**src/rtl/histo_link_pkg.sv**
```systemverilog
// Word layout and frame constants for the camera histogram serial link,
// shared by the transmitter and receiver sides.
package histo_link_pkg;

    localparam int HISTO_WORD_W   = 32;
    localparam int HISTO_SPACER_W = 8;
    localparam int HISTO_COUNT_W  = 24;
    localparam int HISTO_NUM_BINS = 1024;
    localparam int HISTO_SUM_W    = 34;

    typedef enum logic {
        ST_IDLE = 1'b0,
        ST_RECV = 1'b1
    } rx_state_e;

endpackage

```
**src/rtl/histo_sclk_sync.sv**
```systemverilog
// Brings sclk/mosi into the clk domain through equal-depth synchronisers and
// flags the cycle on which the synchronised sclk rises.
module histo_sclk_sync #(
    parameter int SYNC_STAGES = 2
) (
    input  logic clk,
    input  logic reset,
    input  logic sclk_i,
    input  logic mosi_i,
    output logic rise,
    output logic data
);

    logic [SYNC_STAGES-1:0] sclk_sync_q, sclk_sync_d;
    logic [SYNC_STAGES-1:0] mosi_sync_q, mosi_sync_d;
    logic                   sclk_prev_q, sclk_prev_d;

    always_comb begin
        sclk_sync_d = {sclk_sync_q[SYNC_STAGES-2:0], sclk_i};
        mosi_sync_d = {mosi_sync_q[SYNC_STAGES-2:0], mosi_i};
        sclk_prev_d = sclk_sync_q[SYNC_STAGES-1];
    end

    always_ff @(posedge clk or posedge reset) begin
        if (reset) begin
            sclk_sync_q <= '0;
            mosi_sync_q <= '0;
            sclk_prev_q <= 1'b0;
        end else begin
            sclk_sync_q <= sclk_sync_d;
            mosi_sync_q <= mosi_sync_d;
            sclk_prev_q <= sclk_prev_d;
        end
    end

    // mosi has the same depth as sclk, so data is aligned with rise.
    assign rise = sclk_sync_q[SYNC_STAGES-1] & ~sclk_prev_q;
    assign data = mosi_sync_q[SYNC_STAGES-1];

endmodule

```
**src/rtl/histo_stream_rx.sv**
```systemverilog
// Histogram stream receiver: deserialises {spacer, count} words, writes each
// bin count out, and reports frame id, frame sum and sticky protocol errors.
module histo_stream_rx
    import histo_link_pkg::*;
#(
    parameter int NUM_BINS     = HISTO_NUM_BINS,
    parameter int IDLE_TIMEOUT = 256,
    parameter int SYNC_STAGES  = 2,
    localparam int ADDR_W      = $clog2(NUM_BINS)
) (
    input  logic                     clk,
    input  logic                     reset,
    input  logic                     sclk_i,
    input  logic                     mosi_i,
    input  logic                     enable,
    output logic                     wr_en,
    output logic [ADDR_W-1:0]        wr_addr,
    output logic [HISTO_COUNT_W-1:0] wr_data,
    output logic                     frame_done,
    output logic [HISTO_SPACER_W-1:0] frame_id,
    output logic [HISTO_SUM_W-1:0]   frame_sum,
    output logic                     err_spacer,
    output logic                     err_trunc,
    output logic                     err_seq,
    input  logic                     err_clr
);

    localparam int                IDLE_W    = $clog2(IDLE_TIMEOUT + 1);
    localparam logic [IDLE_W-1:0] IDLE_LIM  = IDLE_W'(IDLE_TIMEOUT);
    localparam logic [ADDR_W-1:0] LAST_WORD = ADDR_W'(NUM_BINS - 1);

    logic rise, bit_in;

    histo_sclk_sync #(.SYNC_STAGES(SYNC_STAGES)) u_sync (
        .clk    (clk),
        .reset  (reset),
        .sclk_i (sclk_i),
        .mosi_i (mosi_i),
        .rise   (rise),
        .data   (bit_in)
    );

    rx_state_e                  state_q, state_d;
    logic [HISTO_WORD_W-1:0]    shreg_q, shreg_d;
    logic [5:0]                 bit_cnt_q, bit_cnt_d;
    logic [ADDR_W-1:0]          word_cnt_q, word_cnt_d;
    logic [IDLE_W-1:0]          idle_cnt_q, idle_cnt_d;
    logic [HISTO_SUM_W-1:0]     acc_q, acc_d;
    logic [HISTO_SPACER_W-1:0]  pend_id_q, pend_id_d;
    logic                       prev_valid_q, prev_valid_d;
    logic                       wr_en_q, wr_en_d;
    logic [ADDR_W-1:0]          wr_addr_q, wr_addr_d;
    logic [HISTO_COUNT_W-1:0]   wr_data_q, wr_data_d;
    logic                       frame_done_q, frame_done_d;
    logic [HISTO_SPACER_W-1:0]  frame_id_q, frame_id_d;
    logic [HISTO_SUM_W-1:0]     frame_sum_q, frame_sum_d;
    logic                       err_spacer_q, err_spacer_d;
    logic                       err_trunc_q, err_trunc_d;
    logic                       err_seq_q, err_seq_d;

    logic [HISTO_WORD_W-1:0]    word_next;
    logic [HISTO_SPACER_W-1:0]  spacer_next;
    logic [HISTO_SUM_W-1:0]     acc_sum;
    logic [HISTO_SPACER_W-1:0]  id_new;
    logic                       set_spacer, set_trunc, set_seq;

    always_comb begin
        state_d      = state_q;
        shreg_d      = shreg_q;
        bit_cnt_d    = bit_cnt_q;
        word_cnt_d   = word_cnt_q;
        idle_cnt_d   = idle_cnt_q;
        acc_d        = acc_q;
        pend_id_d    = pend_id_q;
        prev_valid_d = prev_valid_q;
        wr_en_d      = 1'b0;
        wr_addr_d    = wr_addr_q;
        wr_data_d    = wr_data_q;
        frame_done_d = 1'b0;
        frame_id_d   = frame_id_q;
        frame_sum_d  = frame_sum_q;
        set_spacer   = 1'b0;
        set_trunc    = 1'b0;
        set_seq      = 1'b0;

        word_next   = {shreg_q[HISTO_WORD_W-2:0], bit_in};
        spacer_next = word_next[HISTO_WORD_W-1:HISTO_COUNT_W];
        acc_sum     = acc_q + HISTO_SUM_W'(word_next[HISTO_COUNT_W-1:0]);
        id_new      = (word_cnt_q == '0) ? spacer_next : pend_id_q;

        if (rise) begin
            idle_cnt_d = '0;
        end else if (idle_cnt_q != IDLE_LIM) begin
            idle_cnt_d = idle_cnt_q + 1'b1;
        end

        case (state_q)
            ST_IDLE: begin
                if (enable && rise) begin
                    state_d    = ST_RECV;
                    shreg_d    = word_next;
                    bit_cnt_d  = 6'd1;
                    word_cnt_d = '0;
                    acc_d      = '0;
                end
            end
            ST_RECV: begin
                if (!enable) begin
                    state_d = ST_IDLE;
                end else if (rise) begin
                    shreg_d = word_next;
                    if (bit_cnt_q == 6'd31) begin
                        bit_cnt_d  = 6'd0;
                        wr_en_d    = 1'b1;
                        wr_addr_d  = word_cnt_q;
                        wr_data_d  = word_next[HISTO_COUNT_W-1:0];
                        acc_d      = acc_sum;
                        word_cnt_d = word_cnt_q + 1'b1;
                        if (word_cnt_q == '0) begin
                            pend_id_d = spacer_next;
                        end else if (spacer_next != '0) begin
                            set_spacer = 1'b1;
                        end
                        // Last bin: publish the frame on the same cycle as its write.
                        if (word_cnt_q == LAST_WORD) begin
                            frame_done_d = 1'b1;
                            frame_id_d   = id_new;
                            frame_sum_d  = acc_sum;
                            set_seq      = prev_valid_q && (id_new != frame_id_q + 8'd1);
                            prev_valid_d = 1'b1;
                            word_cnt_d   = '0;
                            state_d      = ST_IDLE;
                        end
                    end else begin
                        bit_cnt_d = bit_cnt_q + 6'd1;
                    end
                end else if (idle_cnt_d == IDLE_LIM) begin
                    set_trunc = 1'b1;
                    bit_cnt_d = 6'd0;
                    state_d   = ST_IDLE;
                end
            end
            default: state_d = ST_IDLE;
        endcase

        err_spacer_d = err_clr ? 1'b0 : (err_spacer_q | set_spacer);
        err_trunc_d  = err_clr ? 1'b0 : (err_trunc_q  | set_trunc);
        err_seq_d    = err_clr ? 1'b0 : (err_seq_q    | set_seq);
    end

    always_ff @(posedge clk or posedge reset) begin
        if (reset) begin
            state_q      <= ST_IDLE;
            shreg_q      <= '0;
            bit_cnt_q    <= '0;
            word_cnt_q   <= '0;
            idle_cnt_q   <= '0;
            acc_q        <= '0;
            pend_id_q    <= '0;
            prev_valid_q <= 1'b0;
            wr_en_q      <= 1'b0;
            wr_addr_q    <= '0;
            wr_data_q    <= '0;
            frame_done_q <= 1'b0;
            frame_id_q   <= '0;
            frame_sum_q  <= '0;
            err_spacer_q <= 1'b0;
            err_trunc_q  <= 1'b0;
            err_seq_q    <= 1'b0;
        end else begin
            state_q      <= state_d;
            shreg_q      <= shreg_d;
            bit_cnt_q    <= bit_cnt_d;
            word_cnt_q   <= word_cnt_d;
            idle_cnt_q   <= idle_cnt_d;
            acc_q        <= acc_d;
            pend_id_q    <= pend_id_d;
            prev_valid_q <= prev_valid_d;
            wr_en_q      <= wr_en_d;
            wr_addr_q    <= wr_addr_d;
            wr_data_q    <= wr_data_d;
            frame_done_q <= frame_done_d;
            frame_id_q   <= frame_id_d;
            frame_sum_q  <= frame_sum_d;
            err_spacer_q <= err_spacer_d;
            err_trunc_q  <= err_trunc_d;
            err_seq_q    <= err_seq_d;
        end
    end

    assign wr_en      = wr_en_q;
    assign wr_addr    = wr_addr_q;
    assign wr_data    = wr_data_q;
    assign frame_done = frame_done_q;
    assign frame_id   = frame_id_q;
    assign frame_sum  = frame_sum_q;
    assign err_spacer = err_spacer_q;
    assign err_trunc  = err_trunc_q;
    assign err_seq    = err_seq_q;

endmodule
```
**config.mk**
```make
export PLATFORM = sky130hd
export DESIGN_NAME = histo_stream_rx
export DESIGN_NICKNAME = d
export VERILOG_FILES = /design/src/rtl/histo_link_pkg.sv /design/src/rtl/histo_sclk_sync.sv /design/src/rtl/histo_stream_rx.sv
export SDC_FILE = /design/constraint.sdc
export NUM_CORES = 1
export LEC_CHECK = 0
export ABC_AREA = 1
export CAP_MARGIN = 20
export CORE_MARGIN = 1
export CORE_UTILIZATION = 55
export CTS_CLUSTER_SIZE = 8
export DETAILED_ROUTE_END_ITERATION = 10
export DONT_BUFFER_PORTS = 1
export GPL_ROUTABILITY_DRIVEN = 0
export PLACE_DENSITY = 0.76
export SLEW_MARGIN = 20
export SYNTH_ARGS = -nofsm -noshare
export SYNTH_HDL_FRONTEND = slang
export SYNTH_SLANG_ARGS = --single-unit
```
**constraint.sdc**
```tcl
create_clock -name clk -period 7.7 [get_ports clk]
set_input_delay 1.155 -clock clk [delete_from_list [all_inputs] [get_ports clk]]
set_output_delay 1.155 -clock clk [all_outputs]
set_load 0.02 [all_outputs]
```
# Word-level counts from Yosys, hierarchy flattened
# Cells that the tools add are included.
[word_totals] ff_bits=186 out_inout_bits=81 in_bits=6
[op_classes] eq_ne=10 n_mux=58 n_reduce_logical=9 n_bitwise=6 n_addsub=5
[ops] operator="34-bit 2-to-1 mux" count=4
[ops] operator="31-bit 2-to-1 mux" count=3
[ops] operator="34-bit one-hot mux with 2 select lines" count=1
[ops] operator="31-bit one-hot mux with 2 select lines" count=1
[ops] operator="10-bit 2-to-1 mux" count=5
[ops] operator="34-bit by 24-bit adder with 34-bit output" count=1
[ops] operator="1-bit 2-to-1 mux" count=33
[ops] operator="6-bit 2-to-1 mux" count=5
[ops] operator="10-bit one-hot mux with 2 select lines" count=1
[ops] operator="9-bit 2-to-1 mux" count=2
[ops] operator="6-bit one-hot mux with 2 select lines" count=1
[ops] operator="10-bit by 1-bit adder with 10-bit output, second input constant" count=1
[ops] operator="10-bit == test, second input constant" count=1
[ops] operator="10-bit zero test" count=1
[ops] operator="9-bit by 1-bit adder with 9-bit output, second input constant" count=1
[ops] operator="9-bit == test, second input constant" count=1
[ops] operator="9-bit inequality test, second input constant" count=1
[ops] operator="8-bit by 1-bit adder with 8-bit output, second input constant" count=1
[ops] operator="8-bit 2-to-1 mux" count=1
[ops] operator="8-bit inequality test" count=1
[ops] operator="4-bit AND reduction" count=2
[ops] operator="8-bit nonzero test" count=1
[ops] operator="6-bit by 1-bit adder with 6-bit output, second input constant" count=1
[ops] operator="6-bit by 5-bit == test with 1-bit output, second input constant" count=1
[ops] operator="other kinds (10)" count=17

# Logic depth before layout (Yosys ltp)
# Gate-level depths: netlist of run 1.
[depth] depth_word=11 mapped_depth=14 mapped_depth_nobuf=14

# Cells and area by module
# Synthesis of run 1 repeated with hierarchy kept, for this count alone.
[hier_totals] hier_cells=1209 hier_area_um2=9505.4
[by_module_without_submodules] mod="histo_stream_rx" cells_each=1201 seq_area_each_um2=4529.3 area_each_um2=9366.5 n_inst=1
[by_module_without_submodules] mod="histo_sclk_sync" cells_each=8 seq_area_each_um2=125.1 area_each_um2=138.9 n_inst=1

# Worst setup path after synthesis of run 1
# Ideal clock, no wire load.
[synth_timing] path_kind="input-to-reg" from="input port enable" to="register frame_sum_q[5], in the netlist frame_sum[5]" setup_slack_ps=5577 path_buffers=1 arrival_time_ps=2049 cell_stages=7 cell_sequence="nand2_1 nor3_4 inv_2 nor2_8 inv_6 buf_12 o21ai_2"
[synth_between] elab_chain_cells=1
[synth_rtl] item="start: declaration" line_no="histo_stream_rx.sv:15" rtl="input logic enable,"
[synth_rtl] item="5-bit AND reduction (no source line)"
[synth_rtl] item="end signal: assignment" line_no="histo_stream_rx.sv:184" rtl="frame_sum_q <= frame_sum_d;"
[synth_rtl] item="end: declaration" line_no="histo_stream_rx.sv:56" rtl="logic [HISTO_SUM_W-1:0] frame_sum_q, frame_sum_d;"
# No other way between the ends.
# A chain may end at the register's enable or synchronous reset.

# Worst setup path after layout of run 1
[layout_timing] from="register bit_cnt_q[0]" to="register err_seq_q, in the netlist err_seq"
[layout_between] elab_chain_cells=7
[layout_rtl] item="start: declaration" line_no="histo_stream_rx.sv:45" rtl="logic [5:0] bit_cnt_q, bit_cnt_d;"
[layout_rtl] item="start signal: assignment" line_no="histo_stream_rx.sv:173" rtl="bit_cnt_q <= bit_cnt_d;"
[layout_rtl] item="6-bit by 5-bit == test with 1-bit output" line_no="histo_stream_rx.sv:112" rtl="if (bit_cnt_q == 6'd31) begin"
[layout_rtl] item="1-bit 2-to-1 mux" line_no="histo_stream_rx.sv:112"
[layout_rtl] item="1-bit 2-to-1 mux" line_no="histo_stream_rx.sv:110" rtl="end else if (rise) begin"
[layout_rtl] item="1-bit 2-to-1 mux" line_no="histo_stream_rx.sv:108" rtl="if (!enable) begin"
[layout_rtl] item="1-bit 2-to-1 mux" line_no="histo_stream_rx.sv:97" rtl="case (state_q)"
[layout_rtl] item="1-bit OR" line_no="histo_stream_rx.sv:148" rtl="err_seq_d = err_clr ? 1'b0 : (err_seq_q | set_seq);"
[layout_rtl] item="1-bit 2-to-1 mux" line_no="histo_stream_rx.sv:148"
[layout_rtl] item="net err_seq_d" line_no="histo_stream_rx.sv:59" rtl="logic err_seq_q, err_seq_d;"
[layout_rtl] item="end signal: assignment" line_no="histo_stream_rx.sv:187" rtl="err_seq_q <= err_seq_d;"
[layout_rtl] item="end: declaration" line_no="histo_stream_rx.sv:59"
# The timed path passes the listed nets, and every way through them passes these cells.

==> impl_metrics.json, run 1 <==
{
  "status": "completed",
  "netlist_instances": 1255,
  "route.detailed.drc": 0,
  "die_width_um": 136,
  "min_period_ns": 2.99,
  "clock.fmax_mhz": 335,
  "grt_pass1_vias": 7976,
  "ir_drop_mv": 0.149,
  "clockBufferDepth": 2,
  "grt_use_total_pct": 27.2,
  "vias_per_cell": 5.46,
  "wl_per_cell_um": 15.4,
  "grt_max_degree": 115,
  "ys_async_sr_fraction_pct": 100,
  "syn_avg_cell_area_um2": 7.85,
  "gr-total-overflow": 0,
  "antenna_found_initial": 0,
  "routed_wl_mm": 22.8,
  "synth_area_um2": 9850,
  "rows": 48,
  "finalSetupViolations": 0,
  "start_util_pct": 56.5,
  "syn-num-nets": 1292,
  "slew_headroom_pct": 42.7,
  "drtIter0Drc": 565,
  "h-tree-depth": 4,
  "area_delta_synth_final_pct": 7.47,
  "critPathArrivalTime_ns": 3.36,
  "power_mw": 2.23,
  "yosysUniqueCellTypes": 47,
  "grt_pass1_wl_mm": 39.1,
  "maxCapViolCount": 0,
  "cts_sinks": 186,
  "post_cts_buffers": 0,
  "yosys_warnings": 0,
  "synth_ff_type": "dfrtp_1",
  "drv_slew": 0,
  "antenna_cells": 0,
  "holdBufCountCts": 0,
  "critPathCaptureType": "flip-flop",
  "dr.pass1.iters": 9,
  "root_buffer": "clkbuf_16",
  "num_vias": 8091,
  "worstSetupPathType": "flip-flop to flip-flop",
  "yosysTopAreaCell": "dfrtp_1",
  "clock_latency_ns": 0.44,
  "finalCritPeriodShare_pct": 38.8,
  "layout.nets": 1281,
  "cts_resized": 0,
  "synth_area_leaders": "dfrtp_1 47%, nand2_1 15%, o21ai_0 5.9%",
  "met2WireLength_mm": 11.2,
  "path_max_fanout": 50,
  "wl_met3_mm": 1.14,
  "clock_skew_ns": 0.00918,
  "core_area_um2": 17400,
  "required_ns": 8.07,
  "hold_viol": 0,
  "ys_ff_latch": 186,
  "hold_path_class": "flip-flop to flip-flop",
  "leakage_nw": 5.13,
  "clk_pin_slew_ns": 0.07,
  "top_layer": "met4",
  "startpoint_type": "flip-flop",
  "wl_met1_mm": 9.95,
  "dieArea_um2": 18400,
  "tightest_slew_ns": 0.859,
  "powerDensity_nw_per_um2": 211,
  "synth_top_area_share_pct": 47.3,
  "drive_gt1_share_pct": 6.21,
  "cts_made_buffers": 17,
  "io_buffers": 0,
  "rsz0062_at_grt": "no",
  "dp_hpwl_mm": 16.4,
  "cts_tree": "built",
  "final_core_util_pct": 60.8,
  "setup_tns_ns": 0,
  "synth_edf_count": 0,
  "postRouteAntennaNets": 0,
  "ios": 87,
  "die_h_um": 136,
  "ys_seq_area_share_pct": 47.3
}
==> cells in the final DEF, fill, tap and decap left out, types with 7 or more instances in the layout <==
cell / count
nand3b_1: 10
xor2_1: 15
a21oi_1: 38
clkbuf_16: 17
nand2_1: 394
o21ai_0: 116
o21ai_1: 9
o21ai_2: 11
nor3_1: 9
xnor2_1: 7
ha_1: 30
nand3_1: 104
nor2_2: 7
inv_1: 141
nand4_1: 10
dfrtp_1: 186
nor2_1: 88
==> logic make-up after synthesis <==
family / count (synthesis) / share of synthesized area [%]
compound gates: 190 / 10.5
xor+xnor: 22 / 1.96
fa+ha+maj: 31 / 4.01
buf+inv: 180 / 7.76
flops: 186 / 47.3
simple gates: 646 / 28.5
==> state kept, by name, indices dropped and copies added (netlist names), 2 cells and up <==
| name | flops |
|---|---|
| wr_data | 24 |
| pend_id_q | 8 |
| wr_addr | 10 |
| word_cnt_q | 10 |
| acc_q | 34 |
| shreg_q | 31 |
| frame_id | 8 |
| idle_cnt_q | 9 |
| u_sync.sclk_sync_q | 2 |
| frame_sum | 34 |
| bit_cnt_q | 6 |
| u_sync.mosi_sync_q | 2 |
==> through the flow <==
stage | setup slack (ns) | area, um2 | hold WS [ns] | std cells
final | 4.71 | 10600 | 0.351 | 1482
after global routing | 4.43 | 10600 | 0.358 | 1482
after CTS | 4.71 | 10600 | 0.351 | 1482
after detailed placement | 4.55 | 9950 | 0.335 | 1450
after global placement | 4.64 | 9950 | 0.332 | 1450
after floorplan | 1.49 | 9850 | 0.331 | 1255
==> layout make-up <==
class | count | area (um2)
well taps | 225 | 282
clock inverters | 12 | 186
clock buffers | 20 | 447
inverters | 148 | 568
fillers | 1473 | 6830
repair buffers | 2 | 15.0
flip-flops and latches | 186 | 4650
multi-input cells | 889 | 4430
==> critical path: stages (launching register included) <==
cell     delay (ns)
dfrtp_1        0.39
ha_1           0.21
nand3_2        0.11
nor2_2         0.10
nand2_2        0.12
nor2_4         0.17
nand3_4        0.48
nor2_4         0.51
inv_2          0.42
nor2_1         0.20
nand2_1        0.09
a21oi_2        0.11
==> cell usage after synthesis, drive strengths merged, types with 2 or more instances <==
master and count:
nor3 11, nor2 101, a21boi 2, dfrtp 186, xor2 15, nand3b 10, o21ai 136, clkbuf 15
ha 30, xnor2 7, nand3 108, nand2 398, inv 148, nand4 11, or2 3, buf 17
a21o 2, a21oi 40, a22oi 2, o21bai 4, nor4 3
==> where the power goes <==
part / switching (mW) / total, mW / internal, mW
logic: 0.173 / 0.247 / 0.0735
clock network: 0.385 / 0.941 / 0.556
registers: 0.0327 / 1.04 / 1.01
==> layer usage <==
metal | GRT usage (%) | vias to the layer above
met1 | 34.7 | 3823
met3 | 6.23 | 40
met2 | 45.5 | 214
met5 | 0 | -
li1 | - | 4014
met4 | 8.93 | 0
==> path summary, 6_finish.rpt <==
| check | endpoint | startpoint | depth (start not counted) | slack (ns) |
|---|---|---|---|---|
| setup / recovery | err_seq$_DFF_PP0_ | bit_cnt_q[0]$_DFFE_PP0P_ | 11 | 4.71 |
| hold / removal | u_sync.mosi_sync_q[1]$_DFF_PP0_ | u_sync.mosi_sync_q[0]$_DFF_PP0_ | 0 | 0.35 |
| setup reg to reg | err_seq$_DFF_PP0_ | bit_cnt_q[0]$_DFFE_PP0P_ | 11 | 4.71 |
| hold reg to reg | u_sync.mosi_sync_q[1]$_DFF_PP0_ | u_sync.mosi_sync_q[0]$_DFF_PP0_ | 0 | 0.35 |
| max in group asynchronous | frame_sum[24]$_DFFE_PP0P_ | reset | 2 | 5.61 |
| min in group asynchronous | acc_q[6]$_DFFE_PP0P_ | reset | 1 | 0.71 |
Power figures use the tool's default switching activity.
==> inputs of run 2 (changes only) <==
--- a/config.mk
+++ b/config.mk
@@ -13,7 +13,7 @@
 export DETAILED_ROUTE_END_ITERATION = 10
 export DONT_BUFFER_PORTS = 1
 export GPL_ROUTABILITY_DRIVEN = 0
-export PLACE_DENSITY = 0.76
+export PLACE_DENSITY = 0.79
 export SLEW_MARGIN = 20
 export SYNTH_ARGS = -nofsm -noshare
 export SYNTH_HDL_FRONTEND = slang
==> constraint.sdc (replaced) <==
create_clock -name clk -period 2.6 [get_ports clk]
set_input_delay 0.39 -clock clk [delete_from_list [all_inputs] [get_ports clk]]
set_output_delay 0.39 -clock clk [all_outputs]
set_load 0.02 [all_outputs]
==> run 2 against run 1 <==
Effect of this change:
- non-clock buffer count up 16
- setup slack worse by 4.5 ns
- critical path type unchanged
- maximum frequency up 27%
- utilization up 0.48 points
- combinational power rose to 3.1 times the previous value
==> impl_metrics.json, run 2 (synthesis results as in run 1) <==
{
  "routed_wl_mm": 24.1,
  "status": "completed",
  "pre_cts_ws_ns": 0.294,
  "cts_made_buffers": 17,
  "gr-total-overflow": 0,
  "final.fill_count": 1514,
  "h-tree-depth": 4,
  "slowest_delay_ns": 0.43,
  "tightest_slew_ns": 0.868,
  "crit_slowest_cell": "fa_1",
  "maxCapViolCount": 0,
  "worstPathCellList": "ha_1 > fa_1 > nand3_1 > nand2_1 > a21boi_1 > o21ai_0 > nand3_1 > nand3b_1 > nand3_1 > nand2_1",
  "dr.pass1.iters": 5,
  "power_switching_mw": 1.75,
  "antenna_found_initial": 0,
  "pwr-share-comb_pct": 11.9,
  "root_buffer": "clkbuf_16",
  "layout.nets": 1297,
  "clock_skew_ns": 0.00975,
  "start_util_pct": 56.5,
  "p_clk_share_pct": 39.5,
  "internal-power_mw": 4.61,
  "leakage_nw": 5.18,
  "core_area_um2": 17400,
  "area_delta_synth_final_pct": 8.32,
  "io_buffers": 0,
  "grt_pass1_wl_mm": 40.0,
  "route.detailed.drc": 0,
  "finalSetupViolations": 0,
  "setup_slack_ns": 0.249,
  "clk_pin_slew_ns": 0.07,
  "critPathCaptureType": "flip-flop",
  "critPathTopFamily": "adder cells",
  "hold_slack_ns": 0.00595,
  "powerDensity_nw_per_um2": 596,
  "min_period_ns": 2.35,
  "startpoint_type": "flip-flop",
  "grt_pass1_vias": 8183,
  "hold_path_class": "primary input to flip-flop",
  "ios": 87,
  "finalCritPeriodShare_pct": 90.4,
  "dieArea_um2": 18400,
  "critPathArrivalTime_ns": 2.68,
  "rows": 48,
  "slew_headroom_pct": 42.1,
  "drtIter0Drc": 886,
  "clock_latency_ns": 0.44,
  "holdBufCountCts": 4,
  "power.share.sequential_pct": 48.6,
  "drv_slew": 0,
  "die_h_um": 136,
  "worst_path_most_repeated_cell": "nand3_1",
  "final_common_cell": "nand2_1",
  "final_cell_mix": "394 x nand2_1, 186 x dfrtp_1, 141 x inv_1",
  "path_max_fanout": 4,
  "post_cts_buffers": 0,
  "vias_per_cell": 5.58,
  "cts_tree": "built",
  "crit_buf_inv": 0,
  "hold_viol": 0,
  "wl_per_cell_um": 16.1,
  "rsz0062_at_grt": "no",
  "postRouteAntennaNets": 0,
  "required_ns": 2.93,
  "dp_hpwl_mm": 17.1,
  "swShare_pct": 27.5,
  "die_width_um": 136,
  "grt_use_total_pct": 27.8,
  "antenna_cells": 0,
  "cts_sinks": 186,
  "clock.fmax_mhz": 425,
  "ir_drop_mv": 0.514,
  "clockBufferDepth": 2,
  "grt_max_degree": 120,
  "cts_resized": 0,
  "drive_gt1_share_pct": 6.92,
  "num_vias": 8352,
  "worstSetupPathType": "flip-flop to flip-flop"
}
[run 2: changes by cell type in the layout (fill, tap and decap cells not counted), sizes merged]
| cell | before | now |
|---|---|---|
| buf | 2 | 13 |
| dlygate4sd3 | 0 | 5 |
| bufinv | 4 | 1 |
| inv | 151 | 148 |
| clkinv | 2 | 4 |
| clkbuf | 20 | 21 |
| clkinvlp | 3 | 4 |
[run 2: area by class of cell]
class	count	area, um2	share of cell area [%]
well taps	225	282	2.64
repair buffers	18	173	1.62
clock buffers	21	470	4.41
multi-input cells	889	4430	41.5
flip-flops and latches	186	4650	43.6
inverters	148	564	5.29
clock inverters	9	92.6	0.868
[run 2: routing by layer]
layer / share of wire, % / wire, um / up-vias / GRT usage (%)
met1: 42 / 10200 / 3998 / 35.1
met2: 49 / 11700 / 271 / 47.1
met4: 2.4 / 586 / 0 / 10.4
met5: 0 / 0 / - / 0
met3: 6.4 / 1530 / 49 / 5.70
li1: - / - / 4034 / -
[run 2: final timing paths]
kind | slack [ns] | from | to | depth (start not counted)
worst max-delay path | 0.25 | u_sync.mosi_sync_q[1]$_DFF_PP0_ | acc_q[30]$_DFFE_PP0P_ | 10
worst min-delay path | 0.006 | err_clr | err_spacer$_DFF_PP0_ | 1
worst max register to register | 0.25 | u_sync.mosi_sync_q[1]$_DFF_PP0_ | acc_q[30]$_DFFE_PP0P_ | 10
worst min register to register | 0.37 | u_sync.sclk_sync_q[0]$_DFF_PP0_ | u_sync.sclk_sync_q[1]$_DFF_PP0_ | 0
max in group asynchronous | 1.49 | reset | frame_id[6]$_DFFE_PP0P_ | 3
min in group asynchronous | 0.55 | reset | frame_sum[7]$_DFFE_PP0P_ | 3
[run 2: power by group through the flow]
stage | Clock (mW) | Combinational, mW | Sequential, mW
final | 2.52 | 0.758 | 3.09
after global routing | 2.64 | 0.870 | 3.10
after CTS | 2.53 | 0.759 | 3.09
after detailed placement | 0 | 0.745 | 3.14
after global placement | 0 | 0.727 | 3.13
after floorplan | 0 | 0.582 | 3.11
[run 2: per-stage QoR]
stage	instance area, um2	utilization [%]	cells	TNS (ns)	total power, mW
finish	10700	61.3	1496	0	6.36
global route	10700	61.3	1496	0	6.61
CTS	10700	61.2	1495	0	6.37
detailed placement	10100	57.7	1461	0	3.88
global placement	10100	57.7	1461	0	3.86
floorplan	9850	-	1255	-33.95	3.69
